===== src/rtl/fifo_pkg.sv =====
// Shared widths and the occupancy-update helper for the narrow-to-wide FIFO.
package fifo_pkg;

  localparam int unsigned BYTE_W = 8;
  localparam int unsigned WORD_W = 16;
  localparam int unsigned RATIO  = WORD_W / BYTE_W;

  // One byte in per accepted write, RATIO bytes out per accepted read.
  function automatic int unsigned next_count(int unsigned cnt, logic wr_acc, logic rd_acc);
    int unsigned n;
    n = cnt;
    if (wr_acc) n = n + 1;
    if (rd_acc) n = n - RATIO;
    return n;
  endfunction

endpackage


===== src/rtl/fifo_n2w_ctrl.sv =====
// Pointer, occupancy, flag and error-pulse control for the byte-in/word-out FIFO.
module fifo_n2w_ctrl
  import fifo_pkg::*;
#(
  parameter int unsigned ADDR_WIDTH = 4
) (
  input  logic                  clk,
  input  logic                  reset_n,
  input  logic                  wr,
  input  logic                  rd,
  output logic                  w_en,
  output logic [ADDR_WIDTH-1:0] w_addr,
  output logic [ADDR_WIDTH-1:0] r_addr,
  output logic                  full,
  output logic                  empty,
  output logic [ADDR_WIDTH:0]   byte_count,
  output logic                  wr_err,
  output logic                  rd_err
);

  localparam logic [ADDR_WIDTH:0]   DEPTH_C = (ADDR_WIDTH+1)'(2**ADDR_WIDTH);
  localparam logic [ADDR_WIDTH:0]   WORD_C  = (ADDR_WIDTH+1)'(RATIO);
  localparam logic [ADDR_WIDTH-1:0] STEP_C  = ADDR_WIDTH'(RATIO);

  logic [ADDR_WIDTH-1:0] r_wr_ptr;
  logic [ADDR_WIDTH-1:0] r_rd_ptr;
  logic [ADDR_WIDTH:0]   r_count;
  logic                  r_full;
  logic                  r_empty;
  logic                  r_wr_err;
  logic                  r_rd_err;

  logic                  w_wr_acc;
  logic                  w_rd_acc;
  logic [ADDR_WIDTH:0]   w_cnt_next;

  // Accept decisions use only the registered flags, so a read never frees room
  // for a same-cycle write.
  assign w_wr_acc   = wr & ~r_full;
  assign w_rd_acc   = rd & ~r_empty;
  assign w_cnt_next = (ADDR_WIDTH+1)'(next_count(32'(r_count), w_wr_acc, w_rd_acc));

  always_ff @(posedge clk or negedge reset_n) begin
    if (!reset_n) begin
      r_wr_ptr <= '0;
      r_rd_ptr <= '0;
      r_count  <= '0;
      r_full   <= 1'b0;
      r_empty  <= 1'b1;
      r_wr_err <= 1'b0;
      r_rd_err <= 1'b0;
    end else begin
      if (w_wr_acc) r_wr_ptr <= r_wr_ptr + ADDR_WIDTH'(1);
      if (w_rd_acc) r_rd_ptr <= r_rd_ptr + STEP_C;
      r_count  <= w_cnt_next;
      r_full   <= (w_cnt_next == DEPTH_C);
      r_empty  <= (w_cnt_next < WORD_C);
      r_wr_err <= wr & r_full;
      r_rd_err <= rd & r_empty;
    end
  end

  assign w_en       = w_wr_acc;
  assign w_addr     = r_wr_ptr;
  assign r_addr     = r_rd_ptr;
  assign full       = r_full;
  assign empty      = r_empty;
  assign byte_count = r_count;
  assign wr_err     = r_wr_err;
  assign rd_err     = r_rd_err;

endmodule


===== src/rtl/fifo_n2w.sv =====
// Narrow-to-wide FIFO: 8-bit writes, 16-bit first-word-fall-through reads, little-endian.
module fifo_n2w
  import fifo_pkg::*;
#(
  parameter int unsigned ADDR_WIDTH = 4
) (
  input  logic                  clk,
  input  logic                  reset_n,
  input  logic                  wr,
  input  logic [BYTE_W-1:0]     w_data,
  input  logic                  rd,
  output logic [WORD_W-1:0]     r_data,
  output logic                  full,
  output logic                  empty,
  output logic [ADDR_WIDTH:0]   byte_count,
  output logic                  wr_err,
  output logic                  rd_err
);

  localparam int unsigned DEPTH = 2**ADDR_WIDTH;

  logic [BYTE_W-1:0]     r_mem [DEPTH];
  logic                  w_en;
  logic [ADDR_WIDTH-1:0] w_waddr;
  logic [ADDR_WIDTH-1:0] w_raddr;
  logic [ADDR_WIDTH-1:0] w_raddr_hi;

  fifo_n2w_ctrl #(
    .ADDR_WIDTH (ADDR_WIDTH)
  ) u_ctrl (
    .clk        (clk),
    .reset_n    (reset_n),
    .wr         (wr),
    .rd         (rd),
    .w_en       (w_en),
    .w_addr     (w_waddr),
    .r_addr     (w_raddr),
    .full       (full),
    .empty      (empty),
    .byte_count (byte_count),
    .wr_err     (wr_err),
    .rd_err     (rd_err)
  );

  // Storage is intentionally not reset.
  always_ff @(posedge clk) begin
    if (w_en) r_mem[w_waddr] <= w_data;
  end

  // rd_ptr stays even and DEPTH is even, so the upper tap wraps cleanly.
  assign w_raddr_hi = w_raddr + ADDR_WIDTH'(1);
  assign r_data     = {r_mem[w_raddr_hi], r_mem[w_raddr]};

endmodule

===== config.mk =====
export PLATFORM = sky130hd
export DESIGN_NAME = fifo_n2w
export DESIGN_NICKNAME = d
export VERILOG_FILES = /design/src/rtl/fifo_pkg.sv /design/src/rtl/fifo_n2w_ctrl.sv /design/src/rtl/fifo_n2w.sv
export SDC_FILE = /design/constraint.sdc
export NUM_CORES = 1
export LEC_CHECK = 0
export BUFFER_PORTS_ARGS = -buffer_cell sky130_fd_sc_hd__buf_2
export CAP_MARGIN = 20
export CELL_PAD_IN_SITES_DETAIL_PLACEMENT = 2
export CELL_PAD_IN_SITES_GLOBAL_PLACEMENT = 2
export CORE_MARGIN = 4
export CORE_UTILIZATION = 51
export CTS_BUF_LIST = sky130_fd_sc_hd__clkbuf_2
export DETAILED_ROUTE_END_ITERATION = 6
export PLACE_DENSITY = 0.95
export SYNTH_ARGS = -nofsm -noshare
export SYNTH_HDL_FRONTEND = slang
export SYNTH_HIERARCHICAL = 1
export SYNTH_SLANG_ARGS = --single-unit

===== constraint.sdc =====
create_clock -name clk -period 3.3 [get_ports clk]
set_input_delay 0.66 -clock clk [delete_from_list [all_inputs] [get_ports clk]]
set_output_delay 0.66 -clock clk [all_outputs]
set_load 0.01 [all_outputs]

# Word-level counts from Yosys, hierarchy flattened
# Memory sizes are Yosys's and may differ from the RTL's.
# Index checks and enable logic that the tools add are counted.
op_classes:
  n_addsub: 5
  mul: 0
  div: 0
  magnitude_cmp: 1
  eq_ne: 1
  shift: 0
  n_mux: 4
  n_bitwise: 6
  reduce_logical: 0
op_table:
  columns: ["cell", "count"]
  rows:
  - ["2-to-1 mux 5 bit", 2]
  - ["adder 4 x 1 -> 4 bit (second input constant)", 2]
  - ["adder 5 x 1 -> 5 bit (second input constant)", 1]
  - ["equality test 5 bit (second input constant)", 1]
  - ["< comparator 5 x 2 -> 1 bit (second input constant)", 1]
  - ["subtractor 5 x 2 -> 5 bit (second input constant)", 1]
  - ["adder 4 x 2 -> 4 bit (second input constant)", 1]
  - ["bitwise AND 1 bit", 4]
  - ["2-to-1 mux 1 bit", 2]
  - ["inverter 1 bit", 2]
totals:
  regBits: 17
  latchBits: 0
  mem_bits_rw: 128
  romBits: 0
  input_bits: 12
  output_inout_bits: 25
  elab_cells: 25
  memories: 1
memory_table:
  columns: ["memory", "depth", "width", "read_ports", "rd_ports_with_merged_regs", "wr", "line_no", "text"]
  rows:
  - ["r_mem", 16, 8, 2, 0, 1, "fifo_n2w.sv:22", "logic [BYTE_W-1:0] r_mem [DEPTH];"]

# Depth between registers and ports, before layout
# Gate-level depths: netlist (run 1).
logic_depth:
  word_depth: 6
  ltp_mapped: 8
  depth_no_buf: 8

# Cells and area by module
# Netlist (run 1), hierarchy kept.
modules_own_cells:
  columns: ["module", "n_inst", "cells_each", "area_per_inst_um2"]
  rows:
  - ["fifo_n2w", 1, 347, 6035.8]
  - ["fifo_n2w_ctrl", 1, 66, 818.3]

# Worst setup path before layout (run 1)
# Ideal clock, no wire load.
synth_timing:
  path_kind: "register -> output"
  startpoint: "reg u_ctrl.r_rd_ptr[1] (netlist: u_ctrl/r_addr[1])"
  endpoint: "out r_data[0]"
  t_arrival_ns: 1.779
  required_ns: 2.640
  setup_slack_ns: 0.861
  path_stages_with_launch: 5
  cell_sequence: "dfrtp_1 > clkbuf_1 > clkbuf_1 > mux4_2 > mux4_2"
synth_via:
  elab_chain_cells: 1
synth_lines:
  columns: ["element", "line_no", "text"]
  rows:
  - ["start: declaration", "fifo_n2w_ctrl.sv:26", "logic [ADDR_WIDTH-1:0] r_rd_ptr;"]
  - ["start signal: assignment", "fifo_n2w_ctrl.sv:54", "if (w_rd_acc) r_rd_ptr <= r_rd_ptr + STEP_C;"]
  - ["memory read (16 x 8 bit)", null, null]
  - ["end: declaration", "fifo_n2w.sv:12", "output logic [WORD_W-1:0] r_data,"]
# No other way between the ends.

# Worst setup path in the final report (run 1)
layout_timing:
  startpoint: "reg u_ctrl.r_rd_ptr[2] (netlist: u_ctrl/r_addr[2])"
  endpoint: "out r_data[8]"
layout_via:
  elab_chain_cells: 2
layout_lines:
  columns: ["element", "line_no", "text"]
  rows:
  - ["adder 4 x 1 -> 4 bit", "fifo_n2w.sv:51", "assign w_raddr_hi = w_raddr + ADDR_WIDTH'(1);"]
  - ["memory read (16 x 8 bit)", null, null]
# No other way between the ends.

==> impl_metrics.py, run 1 <==
metrics = {
    "timing": {
        "fmax_mhz": 296,
        "setup_ws_ns": -0.0750,
        "report.final.slew_viol_count": 0,
        "worstMarginPinSlew_ns": 1.15,
        "finClkSkew_ns": 0.0716,
        "rsz0062_at_grt": "yes",
        "fin_crit_sh": 1.02,
        "slew_headroom": 0.228,
        "setup_viol": 14,
        "min_period_ns": 3.38,
        "finalHoldViolCount": 0,
    },
    "clock_tree": {
        "htree_num_levels": 4,
        "cts_tree": "yes",
        "clockBufferDepth": 2,
        "root_buffer": "clkbuf_2",
        "clk_pin_slew_ns": 0.23,
        "cts_sinks": 144,
        "clock_latency_ns": 0.78,
        "cts_buffers": 17,
    },
    "drt": {
        "viasPerCell": 7.17,
        "drt_iter0_markers": 797,
        "ant_nets": 0,
        "detail_route.first_pass.iterations": 6,
        "wl_per_cell_um": 39.3,
        "routed_wl_um": 26000,
        "dr_total_vias": 4737,
        "drc": 0,
    },
    "power": {
        "ir_drop_uv": 455,
        "powerDensity_nw_per_um2": 986,
        "p_leak_uw": 0.00276,
        "total_power_uw": 7780,
    },
    "critical_path": {
        "path_buf_inv": 4,
        "slowest_stage": "dfrtp_1",
        "worstPathArrival_ns": 2.72,
        "slowest_delay_ns": 0.46,
        "crit_chain": "buf_4 > xor2_4 > buf_12 > buf_4 > mux2i_1 > a221oi_2 > a32o_1 > buf_2",
        "crit_top_cell": "buf_4",
        "path_class": "flop to output pin",
        "crit_path_end_kind": "output pin",
        "startpoint_type": "flop",
        "crit_path_max_fanout": 7,
        "cp_top_family": "buffers and inverters",
        "required_ns": 2.64,
    },
    "status": {
        "outcome": "finished, violations left",
        "failed_checks": "negative setup slack",
    },
    "global_route": {
        "antenna_found_initial": 1,
        "grt_pass1_wl_um": 35800,
        "track_usage": 0.345,
        "grt_overflow": 0,
        "grt_max_degree": 55,
        "grt_pass1_vias": 4894,
    },
    "floorplan": {
        "dieArea_um2": 15400,
        "start_util": 0.520,
        "pin_count": 37,
        "die_h_um": 124,
        "rows": 42,
        "die_x_um": 124,
        "core-area_um2": 13200,
    },
    "placed_design": {
        "dp_hpwl_um": 15000,
        "place_congestion": 0.837,
        "io_buffers": 36,
    },
    "synthesis": {
        "synth_seq_area_share": 0.619,
        "synth_edf_count": 128,
        "synth_cells": 413,
        "synth_area_um2": 6850,
        "ys_seq_elements": 144,
        "synth_fp_nets": 430,
        "syn_area_per_cell_um2": 16.6,
        "yosys_warnings": 6,
        "ys_types": 43,
        "synth_flop_cell": "edfxtp_1",
        "synthArstFlopShare": 0.111,
    },
    "min_path": {
        "worstHoldPathType": "input port to flop",
    },
    "finish": {
        "area_growth_pct": 15.1,
        "final_nets": 489,
        "utilization": 0.598,
        "drive_gt1_frac": 0.403,
        "fillers": 1107,
    },
    "flow_run": {
        "cap_violations": 0,
    },
}
## synth_stat cells, drive strengths merged, types with 8 or more instances
master	number	share of area
a221oi	8	0.010
a32o	8	0.012
buf	20	0.019
dfrtp	15	0.055
edfxtp	128	0.56
mux2i	17	0.025
mux4	55	0.18
nand2	61	0.033
nand3	18	0.013
nor2	16	0.0088
## power breakdown
group / switching [µW] / total (µW) / leakage [µW] / internal [µW]
Combinational: 2220 / 3900 / 0.00124 / 1680
Sequential: 254 / 2520 / 0.00135 / 2260
Clock: 723 / 1360 / 0.000176 / 639
## sequential cells by signal, indices dropped and copies added (netlist names)
register	flops
r_mem	128
u_ctrl/byte_count	5
u_ctrl/w_addr	4
u_ctrl/r_addr	3
u_ctrl/empty	1
u_ctrl/full	1
u_ctrl/rd_err	1
u_ctrl/wr_err	1
## layer usage
layer,part of all wire,GRT usage,vias to the layer above
li1,-,-,1765
met1,0.36,0.430,2468
met2,0.50,0.553,411
met3,0.093,0.102,93
met4,0.049,0.172,0
met5,0,0,-
## through the flow
stage	hold WS [ns]	cell area (µm²)	TNS (ns)	worst slack, ns	instances
final	0.159	7890	-0.460	-0.0750	661
after detailed placement	0.538	7280	0	0.577	620
after global routing	0.0987	7890	-2.04	-0.202	661
after CTS	0.0691	7790	-0.835	-0.100	659
after floorplan	0.364	6850	0	0.861	413
after global placement	0.515	7280	0	0.748	620
## worst paths after layout
| path | startpoint | endpoint | slack, ns | depth (start not counted) |
|---|---|---|---|---|
| setup / recovery | u_ctrl/r_addr[2]$_DFFE_PN0P_ | r_data[8] | -0.08 | 8 |
| hold / removal | rd | u_ctrl/rd_err$_DFF_PN0_ | 0.16 | 2 |
| setup reg to reg | u_ctrl/full$_DFF_PN0_ | r_mem[9][6]$_DFFE_PP_ | 0.97 | 3 |
| hold reg to reg | u_ctrl/empty$_DFF_PN1_ | u_ctrl/rd_err$_DFF_PN0_ | 0.53 | 1 |
| max in group asynchronous | reset_n | u_ctrl/empty$_DFF_PN1_ | 2.53 | 2 |
| min in group asynchronous | reset_n | u_ctrl/r_addr[2]$_DFFE_PN0P_ | 0.39 | 2 |
## area by class of cell
type	count	area, µm²	share of cell area
flip-flops and latches	144	4250	0.538
multi-input cells	240	2590	0.328
diodes	1	2.50	0.000317
clock inverters	13	218	0.0276
well taps	176	220	0.0279
clock buffers	18	90.1	0.0114
inverters	2	7.51	0.000951
repair buffers	67	518	0.0657
## cell usage in the layout (no fill, tap or decap), drive strengths merged, types with 7 or more instances in the layout
cell and n:
mux4 55, nand2 61, mux2i 17, edfxtp 128, a32o 8, xor2 7, buf 64, nand3 18
dfrtp 15, a221oi 8, xnor2 7, clkbuf 20, nor2 16
## worst register-to-register path, delay by kind of cell, from the launching register on
family,cells,cell delay [ns]
simple gates,3,1.50
flops,1,0.48
## cells by family (layout without fill, tap and decap cells)
logic type,Yosys count,after routing,synth area share
flops,144,144,0.619
buf+inv,29,100,0.0239
xor+xnor,15,15,0.0234
compound gates,23,23,0.0288
fa+ha+maj,5,5,0.00913
other cells,1,2,0.000547
mux,74,74,0.209
simple gates,122,122,0.0860
## timing repair
| action | 4_1_cts | 5_1_grt |
|---|---|---|
| gates cloned | 1 | 1 |
| resized for setup | 24 | 22 |
| endpoints found under the hold margin | 15 | 0 |
| setup endpoints to repair | 16 | 16 |
| pin swaps | 4 | 6 |
| hold buffers | 1 | 0 |
| buffers inserted | 6 | 0 |
Power figures use the tool's default switching activity.
==> run 2, diff against run 1 <==
Settings changed: CORE_UTILIZATION 51 to 49, CTS_BUF_LIST sky130_fd_sc_hd__clkbuf_2 to unset, PLACE_DENSITY 0.95 to 0.92.
==> run 2 against run 1 <==
  * The run now ends clean
  * Register-to-register slack improved by 0.13 ns
  * Clock-buffer cell count increased by 1
  * Sequential share of layout area decreased by 0.70 points
  * Worst setup slack improved by 0.23 ns
  * Die area increased by 3.8%
  * Worst hold slack improved by 0.0024 ns
  * Utilization decreased by 0.40 points
  * Highest routed layer is now met5
==> impl_metrics.py, run 2 (same netlist as run 1, synthesis figures left out) <==
metrics = {
    "power": {
        "p_leak_uw": 0.00284,
        "powerDensity_nw_per_um2": 994,
        "ir_drop_uv": 460,
    },
    "finish": {
        "largest_register_ffs": 128,
        "drive_gt1_frac": 0.339,
        "final_cell_mix": "128 x edfxtp_1, 61 x nand2_1, 55 x mux4_2",
        "register_area_um2": 4250,
        "final_common_cell": "edfxtp_1",
        "utilization": 0.594,
        "diodes": 0,
        "final_nets": 491,
        "top_register": "r_mem",
        "multi_input_area_um2": 2470,
        "area_growth_pct": 16.6,
        "fillers": 1186,
    },
    "floorplan": {
        "start_util": 0.509,
        "die_x_um": 126,
        "die_h_um": 126,
        "rows": 42,
        "dieArea_um2": 15900,
        "core-area_um2": 13500,
        "pin_count": 37,
    },
    "critical_path": {
        "startpoint_type": "flop",
        "slowest_delay_ns": 0.47,
        "worstReg2RegStart": "u_ctrl/full$_DFF_PN0_",
        "slowest_stage": "dfrtp_1",
        "worstPathArrival_ns": 2.48,
        "required_ns": 2.64,
        "path_buf_inv": 3,
        "path_class": "flop to output pin",
        "crit_path_max_fanout": 14,
        "r2r_setup_slack_ns": 1.10,
        "crit_chain": "buf_4 > xnor2_2 > buf_4 > mux2i_1 > a221oi_1 > a32o_1 > buf_2",
        "r2r_end": "r_mem[9][6]$_DFFE_PP_",
        "cp_top_family": "buffers and inverters",
        "crit_path_end_kind": "output pin",
        "worstRegToRegCells": 3,
        "crit_top_cell": "buf_4",
    },
    "timing": {
        "fmax_mhz": 318,
        "min_period_ns": 3.14,
        "slew_headroom": 0.350,
        "fin_crit_sh": 0.953,
        "report.final.slew_viol_count": 0,
        "finClkSkew_ns": 0.00760,
        "finalHoldViolCount": 0,
        "setup_viol": 0,
        "final.setup.tns_ns": 0,
        "rsz0062_at_grt": "no",
        "worstMarginPinSlew_ns": 0.971,
    },
    "placed_design": {
        "dp_hpwl_um": 14400,
        "place_congestion": 0.809,
        "io_buffers": 36,
    },
    "clock_tree": {
        "cts_buffers": 17,
        "clk_pin_slew_ns": 0.06,
        "cts_tree": "yes",
        "clockBufferDepth": 2,
        "cts_hold_buf": 0,
        "cts_sinks": 144,
        "root_buffer": "clkbuf_16",
        "clock_latency_ns": 0.43,
        "htree_num_levels": 4,
    },
    "global_route": {
        "grt_max_degree": 55,
        "grt_pass1_wl_um": 33300,
        "antenna_found_initial": 1,
        "track_usage": 0.293,
        "grt_pass1_vias": 4812,
        "grt_overflow": 0,
    },
    "flow_run": {
        "cap_violations": 0,
    },
    "drt": {
        "drc": 0,
        "dr_total_vias": 4426,
        "detail_route.first_pass.iterations": 7,
        "wl_per_cell_um": 34.1,
        "viasPerCell": 6.68,
        "routed_wl_um": 22600,
        "ant_nets": 0,
        "drt_iter0_markers": 554,
    },
    "min_path": {
        "worstHoldPathType": "input port to asynchronous set/reset pin",
    },
    "status": {
        "outcome": "completed",
    },
}
-- run 2: cell types whose count changed in the layout (fill, tap and decap cells not counted), moves of 2 or more --
cell / delta
clkbuf_1: +2
a221oi_2: -3
bufinv_16: -2
nand2_1: +22
nand2_2: -21
mux2i_2: -3
mux2i_1: +3
clkbuf_2: -18
clkbuf_16: +16
buf_4: +11
clkinvlp_4: +2
buf_6: -5
a221oi_1: +3
-- run 2: area by class of cell --
type	instances	area share
Clock inverter	13	0.0211
Inverter	2	0.000939
Timing Repair Buffer	69	0.0567
Sequential cell	144	0.531
Clock buffer	19	0.0542
Tap cell	176	0.0275
Multi-Input combinational cell	240	0.308
-- run 2: what timing repair did --
item | 4_1_cts | 5_1_grt
resized for setup | 0 | 1
setup endpoints to repair | 0 | 5
setup buffers | 0 | 8
-- run 2: where the power goes --
| group | leakage, µW | switching, µW | total, µW | internal (µW) |
|---|---|---|---|---|
| clock network | 0.000285 | 745 | 2000 | 1250 |
| registers | 0.00135 | 242 | 2510 | 2270 |
| logic | 0.00120 | 1960 | 3440 | 1480 |
| total | 0.00284 | 2950 | 7950 | 5000 |
-- run 2: per-stage QoR --
step	setup WS, ns	instances	hold WS (ns)	instance area (µm²)	total power (µW)
after floorplan	0.861	413	0.364	6850	4470
after CTS	0.0512	655	0.162	7920	7770
after global routing	0.0640	663	0.175	7990	8280
final	0.156	663	0.161	7990	7950
after global placement	0.664	623	0.513	7320	5390
after detailed placement	0.567	623	0.529	7320	5670
-- run 2: worst max path at each step --
| stage | startpoint | to | cells past startpoint |
|---|---|---|---|
| 2_1_floorplan | u_ctrl/r_addr[1]$_DFFE_PN0P_ | r_data[0] | 4 |
| 3_3_place_gp | u_ctrl/r_addr[1]$_DFFE_PN0P_ | r_data[10] | 7 |
| 3_5_place_dp | u_ctrl/r_addr[1]$_DFFE_PN0P_ | r_data[15] | 7 |
| 4_1_cts | u_ctrl/r_addr[2]$_DFFE_PN0P_ | r_data[9] | 5 |
| 5_1_grt | u_ctrl/r_addr[2]$_DFFE_PN0P_ | r_data[14] | 7 |
| 6_report | u_ctrl/r_addr[2]$_DFFE_PN0P_ | r_data[14] | 7 |
-- run 2: layer usage --
metal / part of all wire / GRT usage / vias to the layer above
met5: 0.00057 / 0 / -
met4: 0.028 / 0.113 / 2
met3: 0.070 / 0.0614 / 48
met2: 0.51 / 0.496 / 234
met1: 0.39 / 0.373 / 2375
li1: - / - / 1767
